$ cat src/rtl/multicycle_control_fsm.sv
// Multicycle control FSM: sequences fetch/decode/execute/memory/writeback and drives datapath selects.
// Latency with MemReady high: R/addi 4, lw 5, sw 4, beq 3, j 3 cycles; HALT is terminal until reset.
// Backpressure: FETCH, MEM_RD and MEM_WR hold while MemReady=0, outputs frozen (FETCH IRWrite/PCWrite low).
module multicycle_control_fsm #(
  parameter int          CNT_WIDTH = 16,
  parameter logic [3:0]  HALT_OP   = 4'hF
) (
  input  logic                 CLK,
  input  logic                 Reset_n,
  input  logic [3:0]           Opcode,
  input  logic                 Zero,
  input  logic                 MemReady,
  output logic                 ALUSrcA,
  output logic [1:0]           ALUSrcB,
  output logic [1:0]           ALUOp,
  output logic                 IorD,
  output logic                 MemRead,
  output logic                 MemWrite,
  output logic                 IRWrite,
  output logic                 RegWrite,
  output logic                 MemtoReg,
  output logic                 RegDst,
  output logic                 PCWrite,
  output logic                 PCWriteCond,
  output logic [1:0]           PCSource,
  output logic                 Halted,
  output logic                 IllegalOp,
  output logic [CNT_WIDTH-1:0] InstrCount
);

  localparam logic [3:0] S_RST      = 4'd0;
  localparam logic [3:0] S_FETCH    = 4'd1;
  localparam logic [3:0] S_DECODE   = 4'd2;
  localparam logic [3:0] S_EXEC_R   = 4'd3;
  localparam logic [3:0] S_EXEC_I   = 4'd4;
  localparam logic [3:0] S_ALU_WB   = 4'd5;
  localparam logic [3:0] S_MEM_ADDR = 4'd6;
  localparam logic [3:0] S_MEM_RD   = 4'd7;
  localparam logic [3:0] S_MEM_WB   = 4'd8;
  localparam logic [3:0] S_MEM_WR   = 4'd9;
  localparam logic [3:0] S_BRANCH   = 4'd10;
  localparam logic [3:0] S_JUMP     = 4'd11;
  localparam logic [3:0] S_TRAP     = 4'd12;
  localparam logic [3:0] S_HALT     = 4'd13;

  logic [3:0] state, state_nxt;
  logic       retire;

  // The datapath gates PCWriteCond with Zero itself; the flag is not needed here.
  logic unused_zero;
  assign unused_zero = Zero;

  always_comb begin
    state_nxt = state;
    case (state)
      S_RST:      state_nxt = S_FETCH;
      S_FETCH:    if (MemReady) state_nxt = S_DECODE;
      S_DECODE: begin
        if (Opcode == HALT_OP)   state_nxt = S_HALT;
        else begin
          case (Opcode)
            4'd0:        state_nxt = S_EXEC_R;
            4'd1:        state_nxt = S_EXEC_I;
            4'd2, 4'd3:  state_nxt = S_MEM_ADDR;
            4'd4:        state_nxt = S_BRANCH;
            4'd5:        state_nxt = S_JUMP;
            default:     state_nxt = S_TRAP;
          endcase
        end
      end
      S_EXEC_R, S_EXEC_I: state_nxt = S_ALU_WB;
      S_MEM_ADDR: state_nxt = Opcode[0] ? S_MEM_WR : S_MEM_RD;
      S_MEM_RD:   if (MemReady) state_nxt = S_MEM_WB;
      S_MEM_WR:   if (MemReady) state_nxt = S_FETCH;
      S_ALU_WB, S_MEM_WB, S_BRANCH, S_JUMP, S_TRAP: state_nxt = S_FETCH;
      S_HALT:     state_nxt = S_HALT;
      default:    state_nxt = S_FETCH;
    endcase
  end

  // Retirement is counted on each instruction's last cycle; HALT counts on entry.
  always_comb begin
    retire = 1'b0;
    case (state)
      S_ALU_WB, S_MEM_WB, S_BRANCH, S_JUMP: retire = 1'b1;
      S_MEM_WR: retire = MemReady;
      S_DECODE: retire = (Opcode == HALT_OP);
      default:  retire = 1'b0;
    endcase
  end

  always_ff @(posedge CLK or negedge Reset_n) begin
    if (!Reset_n) begin
      state      <= S_RST;
      InstrCount <= '0;
    end else begin
      state <= state_nxt;
      if (retire) InstrCount <= InstrCount + CNT_WIDTH'(1);
    end
  end

  always_comb begin
    ALUSrcA     = 1'b0;
    ALUSrcB     = 2'b00;
    ALUOp       = 2'b00;
    IorD        = 1'b0;
    MemRead     = 1'b0;
    MemWrite    = 1'b0;
    IRWrite     = 1'b0;
    RegWrite    = 1'b0;
    MemtoReg    = 1'b0;
    RegDst      = 1'b0;
    PCWrite     = 1'b0;
    PCWriteCond = 1'b0;
    PCSource    = 2'b00;
    Halted      = 1'b0;
    IllegalOp   = 1'b0;
    case (state)
      S_FETCH: begin
        MemRead = 1'b1;
        ALUSrcB = 2'b01;
        IRWrite = MemReady;
        PCWrite = MemReady;
      end
      S_DECODE:   ALUSrcB = 2'b11;
      S_EXEC_R: begin
        ALUSrcA = 1'b1;
        ALUOp   = 2'b10;
      end
      S_EXEC_I, S_MEM_ADDR: begin
        ALUSrcA = 1'b1;
        ALUSrcB = 2'b10;
      end
      S_ALU_WB: begin
        RegWrite = 1'b1;
        RegDst   = (Opcode == 4'd0);
      end
      S_MEM_RD: begin
        MemRead = 1'b1;
        IorD    = 1'b1;
      end
      S_MEM_WB: begin
        RegWrite = 1'b1;
        MemtoReg = 1'b1;
      end
      S_MEM_WR: begin
        MemWrite = 1'b1;
        IorD     = 1'b1;
      end
      S_BRANCH: begin
        ALUSrcA     = 1'b1;
        ALUOp       = 2'b01;
        PCWriteCond = 1'b1;
        PCSource    = 2'b01;
      end
      S_JUMP: begin
        PCWrite  = 1'b1;
        PCSource = 2'b10;
      end
      S_TRAP:  IllegalOp = 1'b1;
      S_HALT:  Halted    = 1'b1;
      default: ;
    endcase
  end

endmodule

$ cat config.mk
export PLATFORM = sky130hd
export DESIGN_NAME = multicycle_control_fsm
export DESIGN_NICKNAME = d
export VERILOG_FILES = /design/src/rtl/multicycle_control_fsm.sv
export SDC_FILE = /design/constraint.sdc
export NUM_CORES = 1
export LEC_CHECK = 0
export ABC_AREA = 1
export CORE_MARGIN = 8
export CORE_UTILIZATION = 53
export DETAILED_ROUTE_END_ITERATION = 8
export PLACE_DENSITY_LB_ADDON = 0.1
export SYNTH_ARGS = -nofsm -noshare
export SYNTH_HDL_FRONTEND = slang
export SYNTH_SLANG_ARGS = --single-unit
$ cat constraint.sdc
create_clock -name CLK -period 3.4 [get_ports CLK]
set_input_delay 0.68 -clock CLK [delete_from_list [all_inputs] [get_ports CLK]]
set_output_delay 0.68 -clock CLK [all_outputs]
set_load 0.03 [all_outputs]
### Word-level counts from Yosys, hierarchy flattened

Index checks and enable logic that the tools add are counted.

| word-level totals | value |
|---|---|
| output and inout bits | 34 |
| flip-flop bits (word level) | 20 |
| ROM bits | 0 |
| latch bits | 0 |
| memories kept | 0 |
| RAM bits | 0 |
| input port bits | 8 |

| cells by class | value |
|---|---|
| reduce and logical (&&, ||, !) cells | 10 |
| $mul | 0 |
| magnitude comparators | 0 |
| add/sub/neg operators | 1 |
| multiplexer cells | 23 |
| shift-type cells | 0 |
| divide/modulo/power cells | 0 |
| equal/unequal tests | 22 |
| bitwise logic cells | 0 |

Operators by type and width:

| cell | number |
|---|---|
| $eq 4x4->1 const B | 7 |
| $pmux 4 s7 | 1 |
| $eq 4x3->1 const B | 6 |
| $mux 4 | 5 |
| $pmux 4 s5 | 1 |
| $add 16x1->16 const B | 1 |
| $eq 4x2->1 const B | 4 |
| $reduce_or 2->1 | 6 |
| $mux 1 | 11 |
| $eq 4x1->1 const B | 2 |
| $pmux 2 s2 | 2 |
| $reduce_or 4->1 | 2 |
| $ne 2x2->1 const B | 3 |
| $pmux 2 s3 | 1 |
| $logic_not 4->1 | 1 |
| $pmux 1 s3 | 1 |
| $reduce_and 3->1 | 1 |
| $pmux 1 s2 | 1 |

### Longest topological paths before layout

Gate-level depths: netlist of the first run.

| logic depth | value |
|---|---|
| depth in word-level cells | 5 |
| mapped depth | 8 |
| mapped depth without buffers | 8 |

### Worst setup path after synthesis of the first run

No wires, ideal clock.

| path | value |
|---|---|
| path type | register to output |
| from | register state[3] |
| to | output ALUSrcA |
| cell stages (with the launch flop) | 6 |
| arrival | 1.546 ns |
| setup slack | 1.174 ns |
| cell sequence | dfrtp_1 inv_2 nor2_4 inv_1 nor2_1 or3_1 |

| on the way | value |
|---|---|
| cells in the longest elaborated chain, start to end | 3 |

Ends and longest elaborated chain:

| element | RTL line | text |
|---|---|---|
| from (decl) | 46 | `logic [3:0] state, state_nxt;` |
| from (signal assigned) | 97 | `state <= state_nxt;` |
| $eq 4x4->1 (tied with other cells) | 118 | `case (state)` |
| $reduce_or 4->1 (no source line) * | n/a |  |
| $mux 1 * | 118 |  |
| to (decl) | 13 | `output logic ALUSrcA,` |

Every way passes the cells marked *; elsewhere a longest branch is shown, timed or not.

### Worst setup path in the final report of the first run

| path | value |
|---|---|
| from | input Opcode[1] |
| to | output RegDst |

| on the way | value |
|---|---|
| cells in the longest elaborated chain, start to end | 2 |

Ends and longest elaborated chain:

| element | RTL line | text |
|---|---|---|
| from (decl) | 10 | `input logic [3:0] Opcode,` |
| $logic_not 4->1 | 136 | `RegDst = (Opcode == 4'd0);` |
| $mux 1 | 118 |  |
| to (decl) | 22 | `output logic RegDst,` |

No other way between the ends.

==> results of run 1 <==
worst max-delay path by stage:
| stage | start | end | slack [ns] | depth (start not counted) |
|---|---|---|---|---|
| 4_1_cts | state[2] | ALUSrcA | 0.51 | 6 |
| 5_1_grt | state[2] | ALUSrcA | 0.42 | 6 |
| 3_5_place_dp | Opcode[2] | RegDst | 0.52 | 5 |
| 6_report | Opcode[1] | RegDst | 0.52 | 5 |
| 2_1_floorplan | state[3] | ALUSrcA | 1.17 | 5 |
| 3_3_place_gp | Opcode[2] | RegDst | 0.52 | 5 |
routing by layer:
metal | up-vias | share of wire | GRT usage
met2 | 41 | 0.48 | 0.272
li1 | 800 | - | -
met1 | 686 | 0.44 | 0.164
met4 | 0 | 0.020 | 0.0762
met3 | 6 | 0.053 | 0.0321
met5 | - | 0 | 0
worst min-delay path: cells and delay by family, from the launching register on:
kind,cells,cell delay (ns)
buffers and inverters,1,0.08
flip-flops,1,0.43
AO/OA/AOI/OAI,1,0.06
per-stage QoR:
stage | hold slack [ns] | utilization
floorplan | 0.384 | -
global placement | 0.574 | 0.681
detailed placement | 0.585 | 0.681
CTS | 0.602 | 0.693
global route | 0.624 | 0.693
finish | 0.594 | 0.693
logic make-up (layout without fill, tap and decap cells):
| group | Yosys count | after routing | share of synthesized area |
|---|---|---|---|
| compound gates | 20 | 20 | 0.0968 |
| xor+xnor | 7 | 7 | 0.0376 |
| fa+ha+maj | 1 | 1 | 0.00768 |
| buf+inv | 37 | 78 | 0.104 |
| flops | 20 | 20 | 0.307 |
| simple gates | 143 | 143 | 0.446 |
cell type report:
type,count,area share
Clock buffer,4,0.0176
Inverter,34,0.0618
Multi-Input combinational cell,171,0.464
Sequential cell,20,0.242
Tap cell,33,0.0200
Timing Repair Buffer,40,0.194
report_power, final:
group	internal [mW]	switching (mW)	total, mW
registers	0.284	0.0751	0.359
logic	0.301	0.583	0.884
clock network	0.0653	0.0741	0.139
total	0.651	0.732	1.38
sequential cells by signal (all words and copies together) (netlist names):
| name | cells |
|---|---|
| InstrCount | 16 |
| state | 4 |
cell usage in the layout, fill, tap and decap left out, drive strengths merged:
master / n
clkbuf: 4
nor2: 31
nor3: 1
nand3: 14
nand2: 83
or3: 1
inv: 34
xor2: 7
o21ai: 17
o22ai: 1
a21oi: 2
dfrtp: 20
clkdlybuf4s50: 40
nor4: 1
nand4: 12
ha: 1
synthesized netlist by cell type (all sizes together):
cell / number
nand3: 14
nand4: 12
nor4: 1
o21ai: 17
dfrtp: 20
xor2: 7
buf: 3
nor2: 31
ha: 1
inv: 34
o22ai: 1
nor3: 1
or3: 1
a21oi: 2
nand2: 83
==> summary.txt, run 1 <==
Timing
  – Worst slew margin relative to its limit: 0.407
  – Tightest Pin Transition: 0.886 ns
  – Fin Setup TNS: 0 ns
  – Final Setup Violations: 0
  – Fin crit share: 0.846
  – Hold Fails Final Rpt: 0
  – Min Clock Period, post-route: 2.88 ns
  – Clock Skew: 0.00224 ns
  – RSZ-0062 raised after global routing: no
  – Worst setup margin: 0.524 ns
  – Max Freq: 348 MHz
  – Fin. max-slew vios: 0

Detailed routing
  – Routed Antenna Nets: 0
  – Drt pass-1 iters: 4
  – DR vias/cell: 5.08
  – DR iter-0 viols: 89
  – Routed length per placed instance: 12.1 µm
  – Via count: 1533
  – Drt total wl: 3640 µm
  – DRC viols: 0

Synthesis
  – Synth Net Count: 237
  – Mapped Cells: 228
  – Mean area per synthesized cell: 7.15 µm²
  – Area of the mapped netlist: 1630 µm²
  – Top cells by area, synth: dfrtp_1, nand2_1, inv_1
  – Yosys cell types: 26
  – Leading area contributor after synthesis: dfrtp_1
  – Seq/Total Area, Yosys: 0.307
  – Yosys reg bits: 20
  – Area share of the largest cell type after synthesis: 0.307
  – Yosys Warn Count: 0

Die
  – CORE AREA: 2980 µm²
  – IO Count: 42
  – Die Wd: 71.4 µm
  – Initial core utilization: 0.547
  – Die Height: 71.4 µm
  – Site Rows: 20
  – DIE AREA: 5100 µm²

Clock network
  – Clk slew on worst S/H paths: 0.11 ns
  – CTS H-Tree Depth: 1
  – Clock buffer depth: 2
  – CTS tree: yes
  – Worst skew pair latency: 0.30 ns
  – Post-cts resize count: 0
  – Root buf cell: clkbuf_4
  – CTS Sinks: 20
  – Post-CTS Hold Buffers: 0
  – CTS Buf Count: 3
  – Buffer count from post-CTS setup fixing: 0

Setup path
  – Critical path class: input port to primary output
  – CP required: 2.72 ns
  – CP Buf/Inv Count: 2
  – R2R depth: 6
  – Crit path largest cell delay: 0.68 ns
  – CP Capture Type: primary output
  – Cells along the critical path: clkdlybuf4s50_1, nor2_1, nand3_1, nor2_1, clkdlybuf4s50_1
  – Worst Path Arrival: 2.20 ns
  – CP max stage cell: clkdlybuf4s50_1
  – Delay-heaviest family, CP: buffers and inverters
  – Startpoint types: input port
  – Reg2reg end: InstrCount[12]
  – Critical-path maximum fanout: 3
  – R2r startpoint: state[1]
  – Reg2Reg Setup Slack: 1.71 ns

Min path
  – Worst hold start: InstrCount[1]
  – Hold crit path type: flip-flop to flip-flop
  – Hold path cells: 2
  – Hold endpoint: InstrCount[1]

Finish
  – Layout fillers: 256
  – Fin cells: 302
  – Area occupied by multi-input gates: 958 µm²
  – Layout Nets: 279
  – Reg area: 500 µm²
  – Area delta synth->final: 26.7%
  – Fin area: 2060 µm²
  – Ant. Diodes: 0
  – Ratio of cells with drive above 1 in the final layout: 0.175

Place
  – DP Cell Count: 298
  – Minimum setup slack after placement: 0.525 ns
  – Hpwl dp: 2860 µm
  – Placed Instance Area: 2030 µm²
  – IO buf count: 40
  – RePlAce Congestion: 0.808

Global routing
  – First-pass GRT wire length: 6440 µm
  – Largest net degree at the start of global routing: 28
  – Aggregate global-route resource usage: 0.152
  – Initial antenna violation count: 0
  – Vias in the first global route: 1564
  – GR Overflow Total: 0

Power and ir drop
  – P_leak: 1.02 nW
  – Total Power: 1.38 mW
  – Pwr dens: 670 nW/µm²
  – Max VDD drop: 0.000506 V

Run
  – Max cap viols: 0

Outcome
  – Status: complete, no violations
(Power assumes the default switching activity.)
==> inputs of run 2 (changes only) <==
--- a/config.mk
+++ b/config.mk
@@ -7,7 +7,7 @@
 export LEC_CHECK = 0
 export ABC_AREA = 1
 export CORE_MARGIN = 8
-export CORE_UTILIZATION = 53
+export CORE_UTILIZATION = 44
 export DETAILED_ROUTE_END_ITERATION = 8
 export PLACE_DENSITY_LB_ADDON = 0.1
 export SYNTH_ARGS = -nofsm -noshare
==> constraint.sdc (replaced) <==
create_clock -name CLK -period 2.3 [get_ports CLK]
set_input_delay 0.46 -clock CLK [delete_from_list [all_inputs] [get_ports CLK]]
set_output_delay 0.46 -clock CLK [all_outputs]
set_load 0.03 [all_outputs]
==> run 2 against run 1 <==
Compared with the run above: core utilization shrank 11 points; setup slack worse by 0.34 ns; sequential power grew 47%; global-route usage shrank 1.9 points; non-clock buffer count is 5 higher; critical path type is now flip-flop to primary output; highest routed layer unchanged.
==> summary.txt, run 2 (same netlist as run 1, synthesis figures left out) <==
Finish
  – Most flop-heavy register: InstrCount
  – Area delta synth->final: 29.2%
  – Fin cells: 321 (+6.3%)
  – Fin area: 2100 µm² (+1.9%)
  – Layout Nets: 284 (+1.8%)
  – Biggest regs: InstrCount (16), state (4)
  – Most common cell after layout, fill and taps aside: nand2_1
  – Max reg flops: 16 (unchanged)
  – Layout fillers: 349 (+36%)
  – Commonest non-fill, non-tap cells in the layout: nand2_1, inv_1, nor2_1
  – Ratio of cells with drive above 1 in the final layout: 0.205 (+0.0304)
  – Ant. Diodes: 0 (unchanged)
  – Final Util: 0.584 (-0.110)

Die
  – Die Wd: 76.8 µm (+7.6%)
  – IO Count: 42 (unchanged)
  – Initial core utilization: 0.452 (-0.0953)
  – DIE AREA: 5910 µm² (+16%)
  – Die Height: 76.8 µm (+7.6%)
  – CORE AREA: 3610 µm² (+21%)
  – Site Rows: 22 (+10%)

Place
  – RePlAce Congestion: 0.865 (+7.0%)
  – Minimum setup slack after placement: 0.101 ns (-0.424 ns)
  – Hpwl dp: 3050 µm (+6.6%)
  – IO buf count: 40 (unchanged)
  – DP Cell Count: 318 (+6.7%)
  – Placed Instance Area: 2080 µm² (+2.4%)

Clock network
  – Post-CTS Hold Buffers: 0 (unchanged)
  – Post-cts resize count: 13 (+13)
  – Clock buffer depth: 2 (unchanged)
  – Root buf cell: clkbuf_8
  – CTS Sinks: 20 (unchanged)
  – Buffer count from post-CTS setup fixing: 0 (unchanged)
  – Worst skew pair latency: 0.26 ns (-0.04 ns)
  – CTS Buf Count: 3 (unchanged)
  – CTS H-Tree Depth: 1 (unchanged)
  – CTS tree: yes
  – Clk slew on worst S/H paths: 0.07 ns (-0.04 ns)

Global routing
  – First-pass GRT wire length: 6750 µm (+4.8%)
  – Largest net degree at the start of global routing: 28 (unchanged)
  – Initial antenna violation count: 0 (unchanged)
  – Aggregate global-route resource usage: 0.133 (-0.0187)
  – Vias in the first global route: 1469 (-6.1%)
  – GR Overflow Total: 0 (unchanged)

Setup path
  – Critical-path maximum fanout: 5 (+2)
  – Reg2Reg Setup Slack: 0.61 ns (-1.10 ns)
  – Critical path class: flip-flop to primary output
  – CP Capture Type: primary output
  – Reg2reg end: InstrCount[2]
  – R2r startpoint: state[2]
  – R2R depth: 8 (+2)
  – Worst Path Arrival: 1.66 ns (-0.54 ns)
  – Startpoint types: flip-flop
  – CP required: 1.84 ns (-0.88 ns)

Timing
  – Fin Setup TNS: 0 ns (unchanged)
  – Tightest Pin Transition: 0.439 ns (-0.448 ns)
  – Fin. max-slew vios: 0 (unchanged)
  – Hold Fails Final Rpt: 0 (unchanged)
  – Worst slew margin relative to its limit: 0.708 (+0.300)
  – Clock Skew: 0.00425 ns (+0.00201 ns)
  – Final Setup Violations: 0 (unchanged)
  – Min Clock Period, post-route: 2.12 ns
  – Hold Slack: 0.536 ns (-0.0576 ns)
  – RSZ-0062 raised after global routing: no
  – Worst setup margin: 0.181 ns (-0.343 ns)
  – Max Freq: 472 MHz
  – Fin crit share: 0.921

Min path
  – Hold crit path type: input port to async pin

Detailed routing
  – Routed Antenna Nets: 0 (unchanged)
  – Via count: 1560 (+1.8%)
  – Routed length per placed instance: 11.8 µm (-2.2%)
  – DR iter-0 viols: 46 (-48%)
  – DR vias/cell: 4.86 (-4.3%)
  – Drt total wl: 3780 µm (+3.9%)
  – DRC viols: 0 (unchanged)
  – Drt pass-1 iters: 4 (unchanged)

Power and ir drop
  – Max VDD drop: 0.000686 V (+36%)
  – Pwr dens: 979 nW/µm² (+46%)
  – P_leak: 1.14 nW (+11%)
  – Total Power: 2.06 mW (+49%)

Run
  – Max cap viols: 0 (unchanged)

Outcome
  – Status: complete, no violations
[run 2: changes by cell type in the layout (fill, tap and decap cells not counted)]
cell	previous run	this run
clkdlybuf4s50_1	40	22
dlygate4sd2_1	0	12
buf_4	0	8
clkbuf_4	3	0
clkbuf_8	1	3
dlymetal6s2s_1	0	2
clkbuf_2	0	1
dfrtp_1	20	19
dfrtp_2	0	1
[run 2: how the worst max path moves through the flow]
| stage | startpoint | end | slack, ns | cells after the start |
|---|---|---|---|---|
| after detailed placement | state[3] | ALUSrcA | 0.10 | 6 |
| after global placement | state[3] | ALUSrcA | 0.12 | 6 |
| after global routing | state[2] | MemRead | 0.06 | 5 |
| final | state[2] | MemRead | 0.18 | 5 |
| after CTS | state[3] | MemtoReg | 0.05 | 5 |
| after floorplan | state[3] | ALUSrcA | 0.29 | 5 |
[run 2: layer usage]
metal	GRT usage	share of wire	up-vias	wire [µm]
li1	-	-	818	-
met1	0.186	0.51	713	1930
met2	0.201	0.44	26	1650
met3	0.0385	0.050	3	188
met4	0.0173	0.0034	0	13
met5	0	0	-	0
[run 2: area by class of cell]
cell class	count	area, µm²	share of cell area
clock buffers	3	41.3	0.0196
repair buffers	45	415	0.197
multi-input cells	171	958	0.455
well taps	48	60.1	0.0285
flip-flops and latches	20	502	0.238
inverters	34	128	0.0606
[run 2: power by group]
| part | internal, mW | total (mW) | switching [mW] |
|---|---|---|---|
| Clock | 0.117 | 0.230 | 0.114 |
| Combinational | 0.415 | 1.30 | 0.886 |
| Sequential | 0.423 | 0.529 | 0.107 |
| Total | 0.954 | 2.06 | 1.11 |
[run 2: worst max-delay path: stages, from the launching register on]
cell and delay [ns]:
dfrtp_1 0.45, inv_1 0.12, nor2_4 0.16, nand2_1 0.15
nand2_1 0.12, dlygate4sd2_1 0.41
==> inputs of run 3 (changes only) <==
--- a/config.mk
+++ b/config.mk
@@ -9,6 +9,7 @@
 export CORE_MARGIN = 8
 export CORE_UTILIZATION = 44
 export DETAILED_ROUTE_END_ITERATION = 8
+export GPL_TIMING_DRIVEN = 0
 export PLACE_DENSITY_LB_ADDON = 0.1
 export SYNTH_ARGS = -nofsm -noshare
 export SYNTH_HDL_FRONTEND = slang
==> run 3 against run 2 <==
Compared with the run above: cell area up 1.8%; sequential share of layout area shrank 0.43 points; critical path depth did not move; final cell count is 0.31% lower; first-iteration DRC count grew 89%; setup slack worse by 0.070 ns; largest cell class unchanged.
==> summary.txt, run 3 (same netlist as run 1, synthesis figures left out) <==
Outcome
  – Status: complete, no violations

Setup path
  – CP max stage cell: dfrtp_1
  – Setup crit start: state[2]
  – CP Capture Type: primary output
  – Delay-heaviest family, CP: buffers and inverters
  – Startpoint types: flip-flop
  – Critical-path maximum fanout: 5 (unchanged)
  – Cells along the critical path: inv_1, nor2_4, nand2_1, nand2_1, dlygate4sd2_1
  – Crit-path most repeated cell: nand2_1
  – R2r startpoint: InstrCount[0]
  – Worst Path Arrival: 1.73 ns (+0.07 ns)
  – Crit path largest cell delay: 0.48 ns (+0.03 ns)
  – CP required: 1.84 ns (about the same)
  – CP Buf/Inv Count: 2 (unchanged)
  – Critical path class: flip-flop to primary output

Timing
  – Worst slew margin relative to its limit: 0.386 (-0.322)
  – Fin. max-slew vios: 0 (unchanged)
  – Max Freq: 457 MHz (-3.2%)
  – Min Clock Period, post-route: 2.19 ns (+0.0696 ns)
  – Final Setup Violations: 0 (unchanged)
  – Hold Fails Final Rpt: 0 (unchanged)
  – RSZ-0062 raised after global routing: no
  – Clock Skew: 0.00872 ns (+0.00448 ns)
  – Tightest Pin Transition: 0.918 ns (+0.479 ns)
  – Fin crit share: 0.952 (+0.0302)

Detailed routing
  – Routed Antenna Nets: 0 (unchanged)
  – DR top layer: met4
  – DR vias/cell: 4.88 (+0.51%)
  – DRC viols: 0 (unchanged)
  – Routed length per placed instance: 12.1 µm (+3.0%)
  – Wire length on met3: 255 µm (+36%)
  – Detailed route wirelength on metal2: 1740 µm (+5.1%)
  – Met1 WL: 1860 µm (-3.3%)
  – Drt pass-1 iters: 4 (unchanged)
  – Via count: 1563 (+0.19%)
  – Drt total wl: 3880 µm (+2.6%)
  – DR iter-0 viols: 87 (+89%)

Place
  – IO buf count: 40 (unchanged)
  – Placed Instance Area: 2090 µm² (+0.60%)
  – RePlAce Congestion: 0.869 (+0.42%)
  – Hpwl dp: 3110 µm (+2.1%)
  – DP Cell Count: 316 (-0.63%)

Finish
  – Biggest regs: InstrCount (16), state (4)
  – Layout Nets: 282 (-0.70%)
  – Commonest non-fill, non-tap cells in the layout: nand2_1, inv_1, nor2_1
  – Most flop-heavy register: InstrCount
  – Ratio of cells with drive above 1 in the final layout: 0.191 (-0.0140)
  – Area delta synth->final: 31.6%
  – Fin cells: 320 (-0.31%)
  – Fin area: 2140 µm² (+1.8%)
  – Max reg flops: 16 (unchanged)
  – Most common cell after layout, fill and taps aside: nand2_1
  – Ant. Diodes: 0 (unchanged)

Power and ir drop
  – Register share of total power: 0.237 (-0.020)
  – P_sw: 1.13 mW (+2.2%)
  – P_leak: 1.15 nW (+1.6%)
  – Net Sw Frac: 0.506 (-0.0307)
  – Max VDD drop: 0.000647 V (-5.7%)
  – Total Power: 2.23 mW (+8.4%)
  – Clock power share: 0.160 (+0.048)
  – Pwr dens: 1040 nW/µm² (+6.4%)
  – Comb pwr share: 0.602 (-0.029)
  – Pint: 1.10 mW (+16%)

Die
  – IO Count: 42 (unchanged)
  – CORE AREA: 3610 µm² (unchanged)
  – Initial core utilization: 0.452 (unchanged)
  – Die Height: 76.8 µm (unchanged)
  – Die Wd: 76.8 µm (unchanged)
  – DIE AREA: 5910 µm² (unchanged)
  – Site Rows: 22 (unchanged)

Clock network
  – Post-cts resize count: 16 (+3)
  – Buffer count from post-CTS setup fixing: 0 (unchanged)
  – Post-CTS Hold Buffers: 0 (unchanged)
  – Clock buffer depth: 2 (unchanged)
  – CTS Buf Count: 3 (unchanged)
  – Root buf cell: clkbuf_8
  – CTS Sinks: 20 (unchanged)
  – CTS H-Tree Depth: 1 (unchanged)
  – Worst skew pair latency: 0.26 ns (about the same)
  – CTS tree: yes
  – Clk slew on worst S/H paths: 0.08 ns (about the same)

Global routing
  – Largest net degree at the start of global routing: 21 (-25%)
  – Initial antenna violation count: 0 (unchanged)
  – First-pass GRT wire length: 6850 µm (+1.5%)
  – Aggregate global-route resource usage: 0.137 (+0.00333)
  – Vias in the first global route: 1469 (unchanged)
  – GR Overflow Total: 0 (unchanged)

Min path
  – Hold crit path type: flip-flop to flip-flop
  – Worst hold start: InstrCount[1]

Run
  – Max cap viols: 0 (unchanged)
[run 3: per-stage QoR]
stage | setup slack (ns) | utilization | hold WS (ns) | setup TNS [ns]
6_report | 0.111 | 0.594 | 0.593 | 0
5_1_grt | 0.0199 | 0.594 | 0.645 | 0
4_1_cts | 0.00590 | 0.594 | 0.596 | 0
3_5_place_dp | -0.149 | 0.579 | 0.572 | -0.330
3_3_place_gp | -0.154 | 0.579 | 0.563 | -0.362
2_1_floorplan | 0.294 | - | 0.164 | 0
[run 3: area by class of cell]
| cell class | instances | area, µm² |
|---|---|---|
| fill | 363 | 1460 |
| clock inverter | 1 | 30.0 |
| tap | 48 | 60.1 |
| multi-input combinational | 171 | 958 |
| buffer | 3 | 42.5 |
| sequential | 20 | 502 |
| timing repair buffer | 40 | 382 |
| clock buffer | 3 | 41.3 |
| inverter | 34 | 128 |
[run 3: power groups by stage]
stage / registers (mW) / logic (mW) / clock network, mW
2_1_floorplan: 0.584 / 0.938 / 0
3_3_place_gp: 0.534 / 1.43 / 0
3_5_place_dp: 0.530 / 1.43 / 0
4_1_cts: 0.527 / 1.37 / 0.367
5_1_grt: 0.545 / 1.46 / 0.379
6_report: 0.530 / 1.35 / 0.358
[run 3: final timing paths]
check                            endpoint  slack, ns  depth (start not counted)
max in group asynchronous        state[3]       0.96                          1
min in group asynchronous  InstrCount[12]       0.71                          1
min                         InstrCount[1]       0.59                          2
max                               MemRead       0.11                          5
min reg2reg                 InstrCount[1]       0.59                          2
max reg2reg                 InstrCount[8]       0.78                          7
[run 3: tightest hold or removal path, cell delays in order (launching register included)]
cell	delay [ns]
dfrtp_1	0.42
inv_1	0.08
o21ai_2	0.05
[run 3: per-layer routing]
| layer | GRT usage | vias up |
|---|---|---|
| met4 | 0.0327 | 0 |
| met2 | 0.209 | 41 |
| li1 | - | 807 |
| met3 | 0.0396 | 5 |
| met1 | 0.183 | 710 |
| met5 | 0 | - |
==> edit 1: new RTL, settings of run 1 <==
Put one more register stage on the output `InstrCount`. The value now appears one clock later. The other outputs are not delayed to match.
--- a/src/rtl/multicycle_control_fsm.sv
+++ b/src/rtl/multicycle_control_fsm.sv
@@ -42,6 +42,8 @@
   localparam logic [3:0] S_JUMP     = 4'd11;
   localparam logic [3:0] S_TRAP     = 4'd12;
   localparam logic [3:0] S_HALT     = 4'd13;
+
+  logic [CNT_WIDTH-1:0] InstrCount_s0;
 
   logic [3:0] state, state_nxt;
   logic       retire;
@@ -92,10 +94,10 @@
   always_ff @(posedge CLK or negedge Reset_n) begin
     if (!Reset_n) begin
       state      <= S_RST;
-      InstrCount <= '0;
+      InstrCount_s0 <= '0;
     end else begin
       state <= state_nxt;
-      if (retire) InstrCount <= InstrCount + CNT_WIDTH'(1);
+      if (retire) InstrCount_s0 <= InstrCount_s0 + CNT_WIDTH'(1);
     end
   end
 
@@ -163,5 +165,9 @@
     endcase
   end
 
+  always_ff @(posedge CLK) begin
+    InstrCount <= InstrCount_s0;
+  end
+
 endmodule
 
Function: changed (Yosys sat finds a counterexample within 4 cycles, from zero or initial values and one cycle with Reset_n low).
==> edit 1 against run 1 <==
  * Design area is 19% higher
  * Sequential share of layout area increased by 9.1 points
  * Total power is 30% higher
  * Sequential cell count rose by 16
  * Synthesized area grew 20%
  * Worst setup slack gained 0.0010 ns
  * Core utilization shrank 1.1 points
  * Non-clock buffer count unchanged
  * Routed wire length increased by 14%
  * Die area rose by 15%
  * Sequential power grew 60%
  * Fmax about the same
  * Largest cell class unchanged
  * Largest power group unchanged
==> edit 1: results (changes against run 1) <==
{| class="wikitable"
! Metric !! Value
|-
| Non-Clock Buffer Area Fraction || 16.3% (-3.1 points)
|-
| Routability cong. || 0.880 (+8.8%)
|-
| Compound-gate portion of the synthesized area || 8.15% (-1.5 points)
|-
| Area occupied by multi-input gates || 943 µm² (-1.6%)
|-
| Total Nets Final || 300 (+7.5%)
|-
| Leakage power of the design || 1.19 nW (+16%)
|-
| Number of buffers created by CTS || 5 (+2)
|-
| Number of distinct library cell variants in the gate-level netlist after synthesis || 27 (+3.8%)
|-
| Syn_nets || 256 (+8.0%)
|-
| Registers with the most flip-flops || InstrCount x16, InstrCount_s0 x16, state x4
|-
| Area of the core || 3610 µm² (+21%)
|-
| Wire length per cell || 12.2 µm (+1.2%)
|-
| Share of synthesized cell area in full adder, half adder and majority cells || 0.642% (-0.13 points)
|-
| Setup slack of the worst register-to-register path || 1.69 ns (-0.02 ns)
|-
| Clock tree skew after final layout || 0.00348 ns (+0.00124 ns)
|-
| Routed vias/inst || 4.96 (-2.2%)
|-
| Clock latency of the later-clocked register in the worst-skew pair || 0.28 ns (-0.02 ns)
|-
| Overall power || 1.80 mW (+30%)
|-
| Area share of xor/xnor cells in the synthesized design || 3.15% (-0.62 points)
|-
| Fraction of area in clock buffers and inverters || 3.76% (+2.0 points)
|-
| Max VDD drop || 459 µV (-9.3%)
|-
| Count of state elements after synthesis || 36 (+80%)
|-
| Source of the critical timing path || Opcode[0]
|-
| Seq area share || 33.4% (+9.1 points)
|-
| Transition time at the pin with the least slew margin || 0.908 ns (+0.0220 ns)
|-
| Number of DRC violations after detailed-routing iteration 0 || 132 (+48%)
|-
| Non-clock inverter count in the final layout || 38 (+12%)
|-
| Sequential Power || 0.575 mW (+60%)
|-
| Cell types with the highest counts after synthesis || sky130_fd_sc_hd__nand2_1, sky130_fd_sc_hd__inv_1, sky130_fd_sc_hd__nor2_1
|-
| Total GRT Usage || 14.2% (-0.96 points)
|-
| Cell Area, Placed || 2370 µm² (+17%)
|-
| Multi-input gates || 170 (-0.58%)
|-
| Clock root buffer master || sky130_fd_sc_hd__clkbuf_8
|-
| Final cell count without fillers || 340 (+13%)
|-
| Reg-to-reg endpoint || InstrCount_s0[8]
|-
| Clk. pwr || 0.306 mW (+120%)
|-
| Outcome || finished, final reports clean
|-
| Number of levels in the clock H-tree || 2 (+1)
|}
[edit 1: cell types whose count changed in the layout (fill, tap and decap cells not counted), moves of 2 or more]
cell / delta
sky130_fd_sc_hd__o21ai_0: +3
sky130_fd_sc_hd__nor2_4: -3
sky130_fd_sc_hd__dfxtp_1: +16
sky130_fd_sc_hd__nand3_1: -2
sky130_fd_sc_hd__clkbuf_4: -3
sky130_fd_sc_hd__clkinv_2: +2
sky130_fd_sc_hd__clkbuf_8: +5
sky130_fd_sc_hd__inv_1: +4
[edit 1: routing by layer]
metal | up-vias | track usage (%) | part of all wire, %
met3 | 4 | 4.95 | 5.5
met4 | 0 | 4.04 | 0.70
met2 | 34 | 21.8 | 45
met1 | 781 | 18.4 | 49
met5 | - | 0 | 0
li1 | 869 | - | -
==> edit 2: new RTL, config.mk and constraints of run 1 <==
Made on the original files. Change the parameter `CNT_WIDTH` from 16 to 32.
--- a/src/rtl/multicycle_control_fsm.sv
+++ b/src/rtl/multicycle_control_fsm.sv
@@ -2,7 +2,7 @@
 // Latency with MemReady high: R/addi 4, lw 5, sw 4, beq 3, j 3 cycles; HALT is terminal until reset.
 // Backpressure: FETCH, MEM_RD and MEM_WR hold while MemReady=0, outputs frozen (FETCH IRWrite/PCWrite low).
 module multicycle_control_fsm #(
-  parameter int          CNT_WIDTH = 16,
+  parameter int          CNT_WIDTH = 32,
   parameter logic [3:0]  HALT_OP   = 4'hF
 ) (
   input  logic                 CLK,
Ports: changed (resized InstrCount); port bits go from 42 to 58. No check against the original RTL was run, so the function may have changed too.
==> edit 2 against run 1 <==
  * Sequential cell count is 16 higher
  * Routed wire length grew 69%
  * Sequential power rose by 52%
  * Cell count rose by 55%
  * Worst setup slack got worse by 0.0017 ns
  * Critical path type unchanged
  * Total power rose by 26%
  * Synthesized area is 54% higher
  * Design area up 54%
  * Highest routed layer unchanged
==> edit 2: results (changes against run 1) <==
{| class="wikitable"
! Metric !! Value
|-
| Met1 Resource Use GR || 20.7% (+4.3 points)
|-
| Area delta synth->final || 27.0%
|-
| Cell types with the highest counts after synthesis || sky130_fd_sc_hd__nand2_1, sky130_fd_sc_hd__inv_1, sky130_fd_sc_hd__nor2_1
|-
| Leakage power of the design || 1.57 nW (+53%)
|-
| Cell count after placement || 459 (+54%)
|-
| Detail Placement HPWL || 4550 µm (+59%)
|-
| Via Count || 2464 (+61%)
|-
| Wire length reported by the detailed router || 6160 µm (+69%)
|-
| Filler Cell Count || 438 (+71%)
|-
| Cell Area, Placed || 3080 µm² (+52%)
|-
| Number of non-clock buffers || 57 (+43%)
|-
| Non-Clock Buffer Area Fraction || 17.8% (-1.6 points)
|-
| Routability cong. || 0.829 (+2.6%)
|-
| Top cells by area, synth || sky130_fd_sc_hd__dfrtp_1, sky130_fd_sc_hd__nand2_1, sky130_fd_sc_hd__inv_1, sky130_fd_sc_hd__nand3_1, sky130_fd_sc_hd__nor2_1
|-
| Crit-path max FO || 4 (+1)
|-
| IO buf count || 56 (+40%)
|-
| First-pass GRT wire length || 10700 µm (+66%)
|-
| Worst slack at placement || 0.529 ns (+0.00383 ns)
|-
| Sequential Power || 0.546 mW (+52%)
|-
| Source of the critical timing path || Opcode[0]
|-
| Pin count of the biggest net entering global routing || 54 (+93%)
|-
| Count of state elements after synthesis || 36 (+80%)
|-
| Number of buffers created by CTS || 5 (+2)
|-
| Clk pin slew, worst setup/hold paths || 0.07 ns (-0.04 ns)
|-
| Clock tree skew after final layout || 0.00848 ns (+0.00624 ns)
|-
| Clock root buffer master || sky130_fd_sc_hd__clkbuf_8
|-
| Area share of xor/xnor cells in the synthesized design || 5.68% (+1.9 points)
|-
| Registers with the most flip-flops || InstrCount x32, state x4
|-
| Outcome || finished, final reports clean
|-
| Number of distinct library cell variants in the gate-level netlist after synthesis || 29 (+12%)
|-
| Max VDD drop || 550 µV (+8.5%)
|-
| Total Nets Final || 421 (+51%)
|-
| Routed vias/inst || 5.28 (+3.9%)
|-
| Via count of the first global-routing pass || 2421 (+55%)
|-
| Non-clock inverter count in the final layout || 56 (+65%)
|-
| Post-route cell area || 3190 µm² (+54%)
|-
| Clock buffer count || 6 (+2)
|-
| Critical hold path startpoint || InstrCount[31]
|-
| Share of post-route cells with drive strength above 1 || 8.47% (-9.0 points)
|-
| Total GRT Usage || 17.9% (+2.7 points)
|-
| Number of DRC violations after detailed-routing iteration 0 || 108 (+21%)
|-
| Met3 usage || 5.12% (+1.9 points)
|-
| Proportion of synthesized chip area in sequential cells || 35.9% (+5.2 points)
|-
| Count of mapped cells out of synthesis || 354 (+55%)
|-
| Seq area share || 28.3% (+4.0 points)
|-
| Compound-gate portion of the synthesized area || 2.79% (-6.9 points)
|-
| Fraction of power consumed by the clock network || 21.6% (+12 points)
|-
| Number of levels in the clock H-tree || 2 (+1)
|-
| Share of synthesized cell area in full adder, half adder and majority cells || 0.499% (-0.27 points)
|-
| Amount of wire on met3 after detailed routing || 367 µm (+91%)
|}
-- edit 2: cell count changes in the layout (fill, tap and decap cells not counted), sizes merged, moves of 9 or more --
cell           before  now
dfrtp              20   36
nand3              14   35
nand2              83  122
clkdlybuf4s50      40   56
nand4              12   21
inv                34   56
nor2               31   46
-- edit 2: worst register-to-register path, delay by kind of cell, from the launching register on --
kind                       cells  cell delay [ns]
adders and majority gates      1             0.22
DFF                            1             0.46
xor gates and xnor gates       1             0.18
and+or+nand+nor                5             0.86
-- edit 2: final timing paths --
path | end | slack (ns) | cells past startpoint
max | RegDst | 0.52 | 5
min | InstrCount[31] | 0.51 | 2
max reg2reg | InstrCount[18] | 1.58 | 7
min reg2reg | InstrCount[31] | 0.51 | 2
max in group asynchronous | InstrCount[6] | 2.25 | 2
min in group asynchronous | state[3] | 0.82 | 2
